==> src/rtl/piso_pkg.sv <==
// Shared FSM state encoding for the parallel-in serial-out shifter.
// PARITY exists only when PISO_PARITY_EN is defined.
package piso_pkg;

    localparam logic [1:0] ST_IDLE   = 2'd0;
    localparam logic [1:0] ST_SHIFT  = 2'd1;
`ifdef PISO_PARITY_EN
    localparam logic [1:0] ST_PARITY = 2'd2;
`endif

    typedef enum logic [1:0] {
        IDLE   = ST_IDLE,
`ifdef PISO_PARITY_EN
        PARITY = ST_PARITY,
`endif
        SHIFT  = ST_SHIFT
    } state_t;

endpackage

==> src/rtl/piso_bit_counter.sv <==
// Bit-position counter for the shifter: cleared at word load, advanced per
// accepted data bit, flags the final position and wraps back to zero after it.
module piso_bit_counter #(
    parameter int WIDTH = 8,
    parameter int CNT_W = (WIDTH > 1) ? $clog2(WIDTH) : 1
) (
    input  logic             clk,
    input  logic             rst,
    input  logic             clr,
    input  logic             en,
    input  logic [CNT_W-1:0] last_val,
    output logic [CNT_W-1:0] count,
    output logic             is_last
);

    logic [CNT_W-1:0] count_q;
    logic [CNT_W-1:0] count_d;

    assign is_last = (count_q == last_val);
    assign count   = count_q;

    always_comb begin
        count_d = count_q;
        if (clr) begin
            count_d = '0;
        end else if (en) begin
            count_d = is_last ? '0 : count_q + CNT_W'(1);
        end
    end

    always_ff @(posedge clk) begin
        if (!rst) begin
            count_q <= '0;
        end else begin
            count_q <= count_d;
        end
    end

endmodule

==> src/rtl/piso_shifter.sv <==
// Parallel-in serial-out shifter with valid/ready on both sides and a done pulse.
// Optional trailing even-parity bit when PISO_PARITY_EN is defined.
module piso_shifter
    import piso_pkg::*;
#(
    parameter int WIDTH     = 8,
    parameter int MSB_FIRST = 1
) (
    input  logic             clk,
    input  logic             rst,
    input  logic [WIDTH-1:0] din,
    input  logic             din_valid,
    output logic             din_ready,
    output logic             dout,
    output logic             dout_valid,
    input  logic             dout_ready,
    output logic             busy,
    output logic             done
);

    localparam int              CNT_W    = (WIDTH > 1) ? $clog2(WIDTH) : 1;
    localparam logic [CNT_W-1:0] LAST_BIT = CNT_W'(WIDTH - 1);

    state_t           state_q;
    logic [WIDTH-1:0] sr_q;
    logic [WIDTH-1:0] sr_d;
    logic             done_q;
    logic             accept;
    logic             bit_xfer;
    logic             is_last;
    logic [CNT_W-1:0] bit_cnt_unused;
`ifdef PISO_PARITY_EN
    logic             par_q;
`endif

    assign accept   = din_valid && din_ready;
    assign bit_xfer = (state_q == SHIFT) && dout_ready;

    piso_bit_counter #(
        .WIDTH (WIDTH),
        .CNT_W (CNT_W)
    ) u_bit_counter (
        .clk      (clk),
        .rst      (rst),
        .clr      (accept),
        .en       (bit_xfer),
        .last_val (LAST_BIT),
        .count    (bit_cnt_unused),
        .is_last  (is_last)
    );

    // Shift toward the output end, zero-filling the vacated position.
    always_comb begin
        if (MSB_FIRST != 0) begin
            sr_d = {sr_q[WIDTH-2:0], 1'b0};
        end else begin
            sr_d = {1'b0, sr_q[WIDTH-1:1]};
        end
    end

    always_comb begin
        dout = 1'b0;
        case (state_q)
            SHIFT:   dout = (MSB_FIRST != 0) ? sr_q[WIDTH-1] : sr_q[0];
`ifdef PISO_PARITY_EN
            PARITY:  dout = par_q;
`endif
            default: dout = 1'b0;
        endcase
    end

    assign dout_valid = (state_q != IDLE);
    assign busy       = (state_q != IDLE);
    assign din_ready  = rst && (state_q == IDLE);
    assign done       = done_q;

    always_ff @(posedge clk) begin
        if (!rst) begin
            state_q <= IDLE;
            sr_q    <= '0;
            done_q  <= 1'b0;
`ifdef PISO_PARITY_EN
            par_q   <= 1'b0;
`endif
        end else begin
            done_q <= 1'b0;
            case (state_q)
                IDLE: begin
                    if (din_valid) begin
                        sr_q    <= din;
                        state_q <= SHIFT;
`ifdef PISO_PARITY_EN
                        par_q   <= ^din;
`endif
                    end
                end
                SHIFT: begin
                    if (dout_ready) begin
                        sr_q <= sr_d;
                        if (is_last) begin
`ifdef PISO_PARITY_EN
                            state_q <= PARITY;
`else
                            state_q <= IDLE;
                            done_q  <= 1'b1;
`endif
                        end
                    end
                end
`ifdef PISO_PARITY_EN
                PARITY: begin
                    if (dout_ready) begin
                        state_q <= IDLE;
                        done_q  <= 1'b1;
                        par_q   <= 1'b0;
                    end
                end
`endif
                default: state_q <= IDLE;
            endcase
        end
    end

endmodule

==> config.mk <==
export PLATFORM = sky130hd
export DESIGN_NAME = piso_shifter
export DESIGN_NICKNAME = d
export VERILOG_FILES = /design/src/rtl/piso_pkg.sv /design/src/rtl/piso_bit_counter.sv /design/src/rtl/piso_shifter.sv
export SDC_FILE = /design/constraint.sdc
export NUM_CORES = 1
export LEC_CHECK = 0
export ABC_AREA = 1
export CORE_MARGIN = 2
export CORE_UTILIZATION = 51
export CTS_CLUSTER_DIAMETER = 30
export DETAILED_ROUTE_END_ITERATION = 8
export PLACE_DENSITY = 0.81
export SYNTH_ARGS = -nofsm -noshare
export SYNTH_HDL_FRONTEND = slang
export SYNTH_HIERARCHICAL = 1
export SYNTH_SLANG_ARGS = --single-unit
export TNS_END_PERCENT = 1
==> constraint.sdc <==
create_clock -name clk -period 1.94 [get_ports clk]
set_input_delay 0.388 -clock clk [delete_from_list [all_inputs] [get_ports clk]]
set_output_delay 0.388 -clock clk [all_outputs]
set_load 0.1 [all_outputs]
# ---- Yosys cells after proc, flatten, opt, wreduce, memory -nomap -nowiden
# Cells that the tools add are included.
dict set report totals {
  latch_bits 0
  word_cells 31
  ff_bits 14
  ram_bits 0
  memories 0
  input_bits 12
  rom_bits 0
}
dict set report op_classes {
  n_mux 10
  n_div 0
  bitwise 1
  shift 0
  reduce_logical 10
  n_eq_ne 5
  n_addsub 1
  multipliers 0
  magnitude_cmp 0
}
# cell count
set ops {}
lappend ops {{$mux 8} 2}
lappend ops {{$pmux 8 s2} 1}
lappend ops {{$reduce_and 3->1} 3}
lappend ops {{$mux 2} 3}
lappend ops {{$ne 2x2->1 const B} 2}
lappend ops {{$pmux 2 s2} 1}
lappend ops {{$reduce_bool 2->1} 2}
lappend ops {{$add 3x1->3 const B} 1}
lappend ops {{$eq 3x3->1 const B} 1}
lappend ops {{$logic_and 1x1->1} 3}
lappend ops {{$mux 3} 1}
lappend ops {{$eq 2x1->1 const B} 1}
lappend ops {{$logic_not 2->1} 1}
lappend ops {{$mux 1} 2}
lappend ops {{$ne 2x1->1 const B} 1}
lappend ops {{$reduce_or 2->1} 1}
lappend ops {{$not 1->1} 1}

# ---- Logic depth before layout (Yosys ltp)
dict set report depth {
  depth_word 4
  depth_mapped 7
}

# ---- Cells and area by module
# Netlist, hierarchy kept.
# mod n_inst area_each_um2 cells_per_inst
set by_module_without_submodules {}
lappend by_module_without_submodules {piso_shifter 1 556.8 90}
lappend by_module_without_submodules {piso_bit_counter 1 196.4 30}

# ---- Worst setup path before layout
# OpenSTA, ideal clock, no wires.
dict set report synth_path {
  path_type {register to output}
  from {register state_q[0]}
  to {output port din_ready}
  arrival_time_ns 2.277
  required_time_ns 1.552
  path_slack_ns -0.725
  stages_incl_launch_ff 3
  path_cell_list {dfxtp_1 > buf_6 > nor2_1}
}
dict set report synth_via {
  elab_chain_len 2
}
# item line_no
set synth_lines {}
lappend synth_lines {{from (decl)} piso_shifter.sv:24} ;# state_t state_q;
lappend synth_lines {{from (signal assigned)} piso_shifter.sv:79} ;# state_q <= IDLE;
lappend synth_lines {{from (signal assigned)} piso_shifter.sv:91} ;# state_q <= SHIFT;
lappend synth_lines {{from (signal assigned)} piso_shifter.sv:104} ;# state_q <= IDLE;
lappend synth_lines {{$logic_not 2->1} piso_shifter.sv:74} ;# assign din_ready = rst && (state_q == IDLE);
lappend synth_lines {{$logic_and 1x1->1} piso_shifter.sv:74}
lappend synth_lines {{to (decl)} piso_shifter.sv:13} ;# output logic din_ready,
# No other way between the ends.

# ---- Worst setup path after layout
dict set report layout_path {
  from {input port rst}
  to {output port din_ready}
}
dict set report layout_via {
  elab_chain_len 1
}
# item line_no
set layout_lines {}
lappend layout_lines {{from (decl)} piso_shifter.sv:10} ;# input logic rst,
lappend layout_lines {{$logic_and 1x1->1} piso_shifter.sv:74}
# No other way between the ends.

==> PnR_summary.wiki <==
{| class="wikitable"
! Metric !! Value
|-
| Outcome || finished clean
|-
| Final setup violating endpoints || 0
|-
| Final routed DRC violation total || 0
|-
| Maximum number of pins on one net before global-route repair || 11
|-
| Unrepaired setup endpoints after global routing || false
|-
| Final design utilization || 75.70%
|-
| Worst-Skew Late Latency || ~0.26 ns
|-
| X dimension of the die || 42.43 µm
|-
| Number of nets with antenna violations after detailed routing || 0
|-
| Final Hold Fails || 0
|-
| Required time of the critical path || 1.55 ns
|-
| Count of cells resized by post-cts repair || 0
|-
| Total Die Area || between 1500 and 2000 µm²
|-
| Number of global-route vias before repair || 602
|-
| Total gr overflow || 0
|-
| Data arrival, critical path || between 1 and 1.5 ns
|-
| Final clock skew || approximately 0.0027 ns
|-
| Final Routed Wirelength || approximately 1600 µm
|-
| Sum Neg Setup Slack || 0 ns
|-
| Cells taking the most area after synthesis || sky130_fd_sc_hd__dfxtp_1 35%, sky130_fd_sc_hd__nand2_1 21%, sky130_fd_sc_hd__nor2_1 10%, sky130_fd_sc_hd__inv_1 8.0%, sky130_fd_sc_hd__nand3_1 5.3%
|-
| Area share of the largest cell type after synthesis || about a third
|-
| Total non-filler cell area in the finished layout || approximately 1000 µm²
|-
| Number of nets in the layout || approximately 160
|-
| Initial DRC Count || 30
|-
| First-pass GRT wire length || 2566 µm
|-
| Core outline area || 1334 µm²
|-
| Routed wirelength normalized by instance count || 9.886 µm
|-
| Peak fanout along the critical path || 3
|-
| Cell leakage power || between 0.5 and 0.6 nW
|-
| Level count of the clock H-tree || 1
|-
| Post-synthesis to final-layout area growth || 34.05%
|-
| Final weighted congestion in routability-driven placement || between 0.8 and 0.9
|-
| Max-capacitance violation count || 0
|-
| Critical path endpoint category || output port
|-
| Cells after synthesis || between 100 and 150
|-
| Met3 track demand over resource || 4.310%
|-
| Number of sinks on the clock net || 13
|-
| Number of distinct standard cells referenced by the synthesized netlist || 23
|-
| CP Launch Point || rst
|-
| Share of layout cells above drive strength 1 || between 10% and 20%
|-
| TritonCTS Buffers || 3
|-
| CTS tree || done
|-
| Post-CTS Setup Inserts || 0
|-
| Post-synthesis sequential element count || 13
|-
| Initial cell density of the core || about 56%
|-
| Worst setup SP type || input pin
|-
| Met1 demand-to-capacity share in global routing || between 20% and 30%
|-
| Sequential area share after synthesis || 34.55%
|-
| I/O pins || 17
|-
| Clk root buf || sky130_fd_sc_hd__clkbuf_4
|-
| Library cell occupying the most area in the post-synthesis netlist || sky130_fd_sc_hd__dfxtp_1
|-
| # hold bufs at CTS || 0
|-
| Antenna violations before repair || 0
|-
| Clock-pin transition on the worst setup and hold timing paths || 0.08 ns
|-
| Syn avg cell area || roughly 6.3 µm²
|-
| Worst Reg-to-Reg Cells || 7
|-
| Final Max Slew Viols || 0
|-
| ANT cells || 0
|-
| Final critical-path required period || around 1.7 ns
|-
| Maximum operating frequency || 602.1 MHz
|-
| GR Util All Layers || a little under a fifth
|-
| HP Start || sr_q[0]
|-
| Rows || 13
|-
| Grt peak-use layer || met2
|-
| Ratio of final minimum period to clock period || a little under nine tenths
|-
| Number of cells on the worst hold path || 2
|-
| Count of port buffers added during placement || 16
|-
| Peak VDD IR || just over 0.6 mV
|-
| First drt pass iteration count || 4
|-
| Type of the setup path with the least slack || input pin to output port
|-
| Synth Cell Area || roughly 750 µm²
|-
| Yosys warnings || 6
|-
| RR Startpoint || state_q[0]
|-
| Die Span Y || between 40 and 50 µm
|-
| Kind of path behind the tightest hold check || flop to flop
|-
| Max Root-Sink Buffers || 2
|-
| Total half-perimeter wirelength after legalization and detailed placement || roughly 1100 µm
|-
| Power per standard cell area || ~660 nW/µm²
|-
| Standard cell area after detailed placement || 983.4 µm²
|-
| Total number of vias || about 740
|-
| Via density || 4.652
|-
| Fraction of met2 tracks used by global routing || a little over a quarter
|}
-- cells in the mapped netlist --
cell / instances
sky130_fd_sc_hd__and3_1: 1
sky130_fd_sc_hd__nand2_4: 2
sky130_fd_sc_hd__dfxtp_1: 13
sky130_fd_sc_hd__buf_4: 1
sky130_fd_sc_hd__nor2_2: 1
sky130_fd_sc_hd__inv_4: 1
sky130_fd_sc_hd__buf_6: 1
sky130_fd_sc_hd__o21ai_2: 1
sky130_fd_sc_hd__nor2_1: 20
sky130_fd_sc_hd__nand4_1: 1
sky130_fd_sc_hd__and3_2: 1
sky130_fd_sc_hd__xnor2_1: 2
sky130_fd_sc_hd__nor2_4: 1
sky130_fd_sc_hd__ha_1: 1
sky130_fd_sc_hd__nand3_1: 8
sky130_fd_sc_hd__a21oi_1: 1
sky130_fd_sc_hd__nand2_1: 43
sky130_fd_sc_hd__conb_1: 1
sky130_fd_sc_hd__inv_1: 16
sky130_fd_sc_hd__mux2i_1: 1
sky130_fd_sc_hd__buf_2: 1
sky130_fd_sc_hd__o21ai_0: 1
sky130_fd_sc_hd__inv_2: 1
-- cells by family after synthesis --
family	Yosys count	synth area share, %
fa+ha+maj	1	1.661
mux	1	1.329
xor+xnor	2	2.326
other cells	1	0.4979
simple gates	78	44.69
flops	13	34.55
compound gates	3	2.491
buf+inv	21	12.46
-- layout make-up --
type / count / area, µm²
Clock buffer: 4 / 26.28
Multi-Input combinational cell: 90 / 416.7
Timing Repair Buffer: 18 / 212.7
Fill cell: 103 / 324.1
Tap cell: 15 / 18.77
Inverter: 18 / 73.82
Sequential cell: 13 / 261.5
-- path summary, 6_finish.rpt --
check,endpoint,slack [ns]
setup / recovery,din_ready,0.28
hold / removal,sr_q[0],0.50
setup reg to reg,u_bit_counter/count[2],0.66
hold reg to reg,sr_q[0],0.50
-- state kept, by name (all words and copies together), names as in the netlist --
register             cells
sr_q                     8
u_bit_counter/count      3
done                     1
state_q                  1
-- layer usage --
layer,wire [µm],vias to the layer above
li1,-,397
met1,736,308
met2,682,28
met3,130,2
met4,12,0
met5,0,-
-- per-stage QoR --
stage | power [W] | hold WS (ns) | cells | setup WS (ns)
6_report | 0.0006644 | 0.5015 | 158 | 0.2791
5_1_grt | 0.0007056 | 0.5221 | 158 | 0.2222
4_1_cts | 0.0006695 | 0.5088 | 158 | 0.2736
3_5_place_dp | 0.0005039 | 0.4952 | 154 | 0.2753
3_3_place_gp | 0.0005001 | 0.4597 | 154 | 0.2928
2_1_floorplan | 0.0004386 | 0.4504 | 124 | 0.01384
-- worst max-delay path, cell delays in order --
cell	delay, ns
sky130_fd_sc_hd__clkdlybuf4s50_1	0.47
sky130_fd_sc_hd__inv_1	0.08
sky130_fd_sc_hd__nor2_2	0.14
sky130_fd_sc_hd__buf_12	0.19
-- report_power, final --
part	internal [W]	total [W]	switching, W
clock network	0.0000793	0.000165	0.0000857
logic	0.0000805	0.000197	0.000117
registers	0.000286	0.000302	0.0000161
-- layout by cell type (no fill, tap or decap), types with 2 or more instances in the layout --
cell	instances
sky130_fd_sc_hd__clkbuf_4	3
sky130_fd_sc_hd__nand2_1	43
sky130_fd_sc_hd__xnor2_1	2
sky130_fd_sc_hd__conb_1	5
sky130_fd_sc_hd__nor2_2	2
sky130_fd_sc_hd__nand3_1	8
sky130_fd_sc_hd__nand2_4	2
sky130_fd_sc_hd__buf_4	3
sky130_fd_sc_hd__clkdlybuf4s50_1	11
sky130_fd_sc_hd__inv_1	15
sky130_fd_sc_hd__dfxtp_1	12
sky130_fd_sc_hd__nor2_1	19
sky130_fd_sc_hd__buf_12	4
Note: power is estimated with default switching activity, not from simulation.
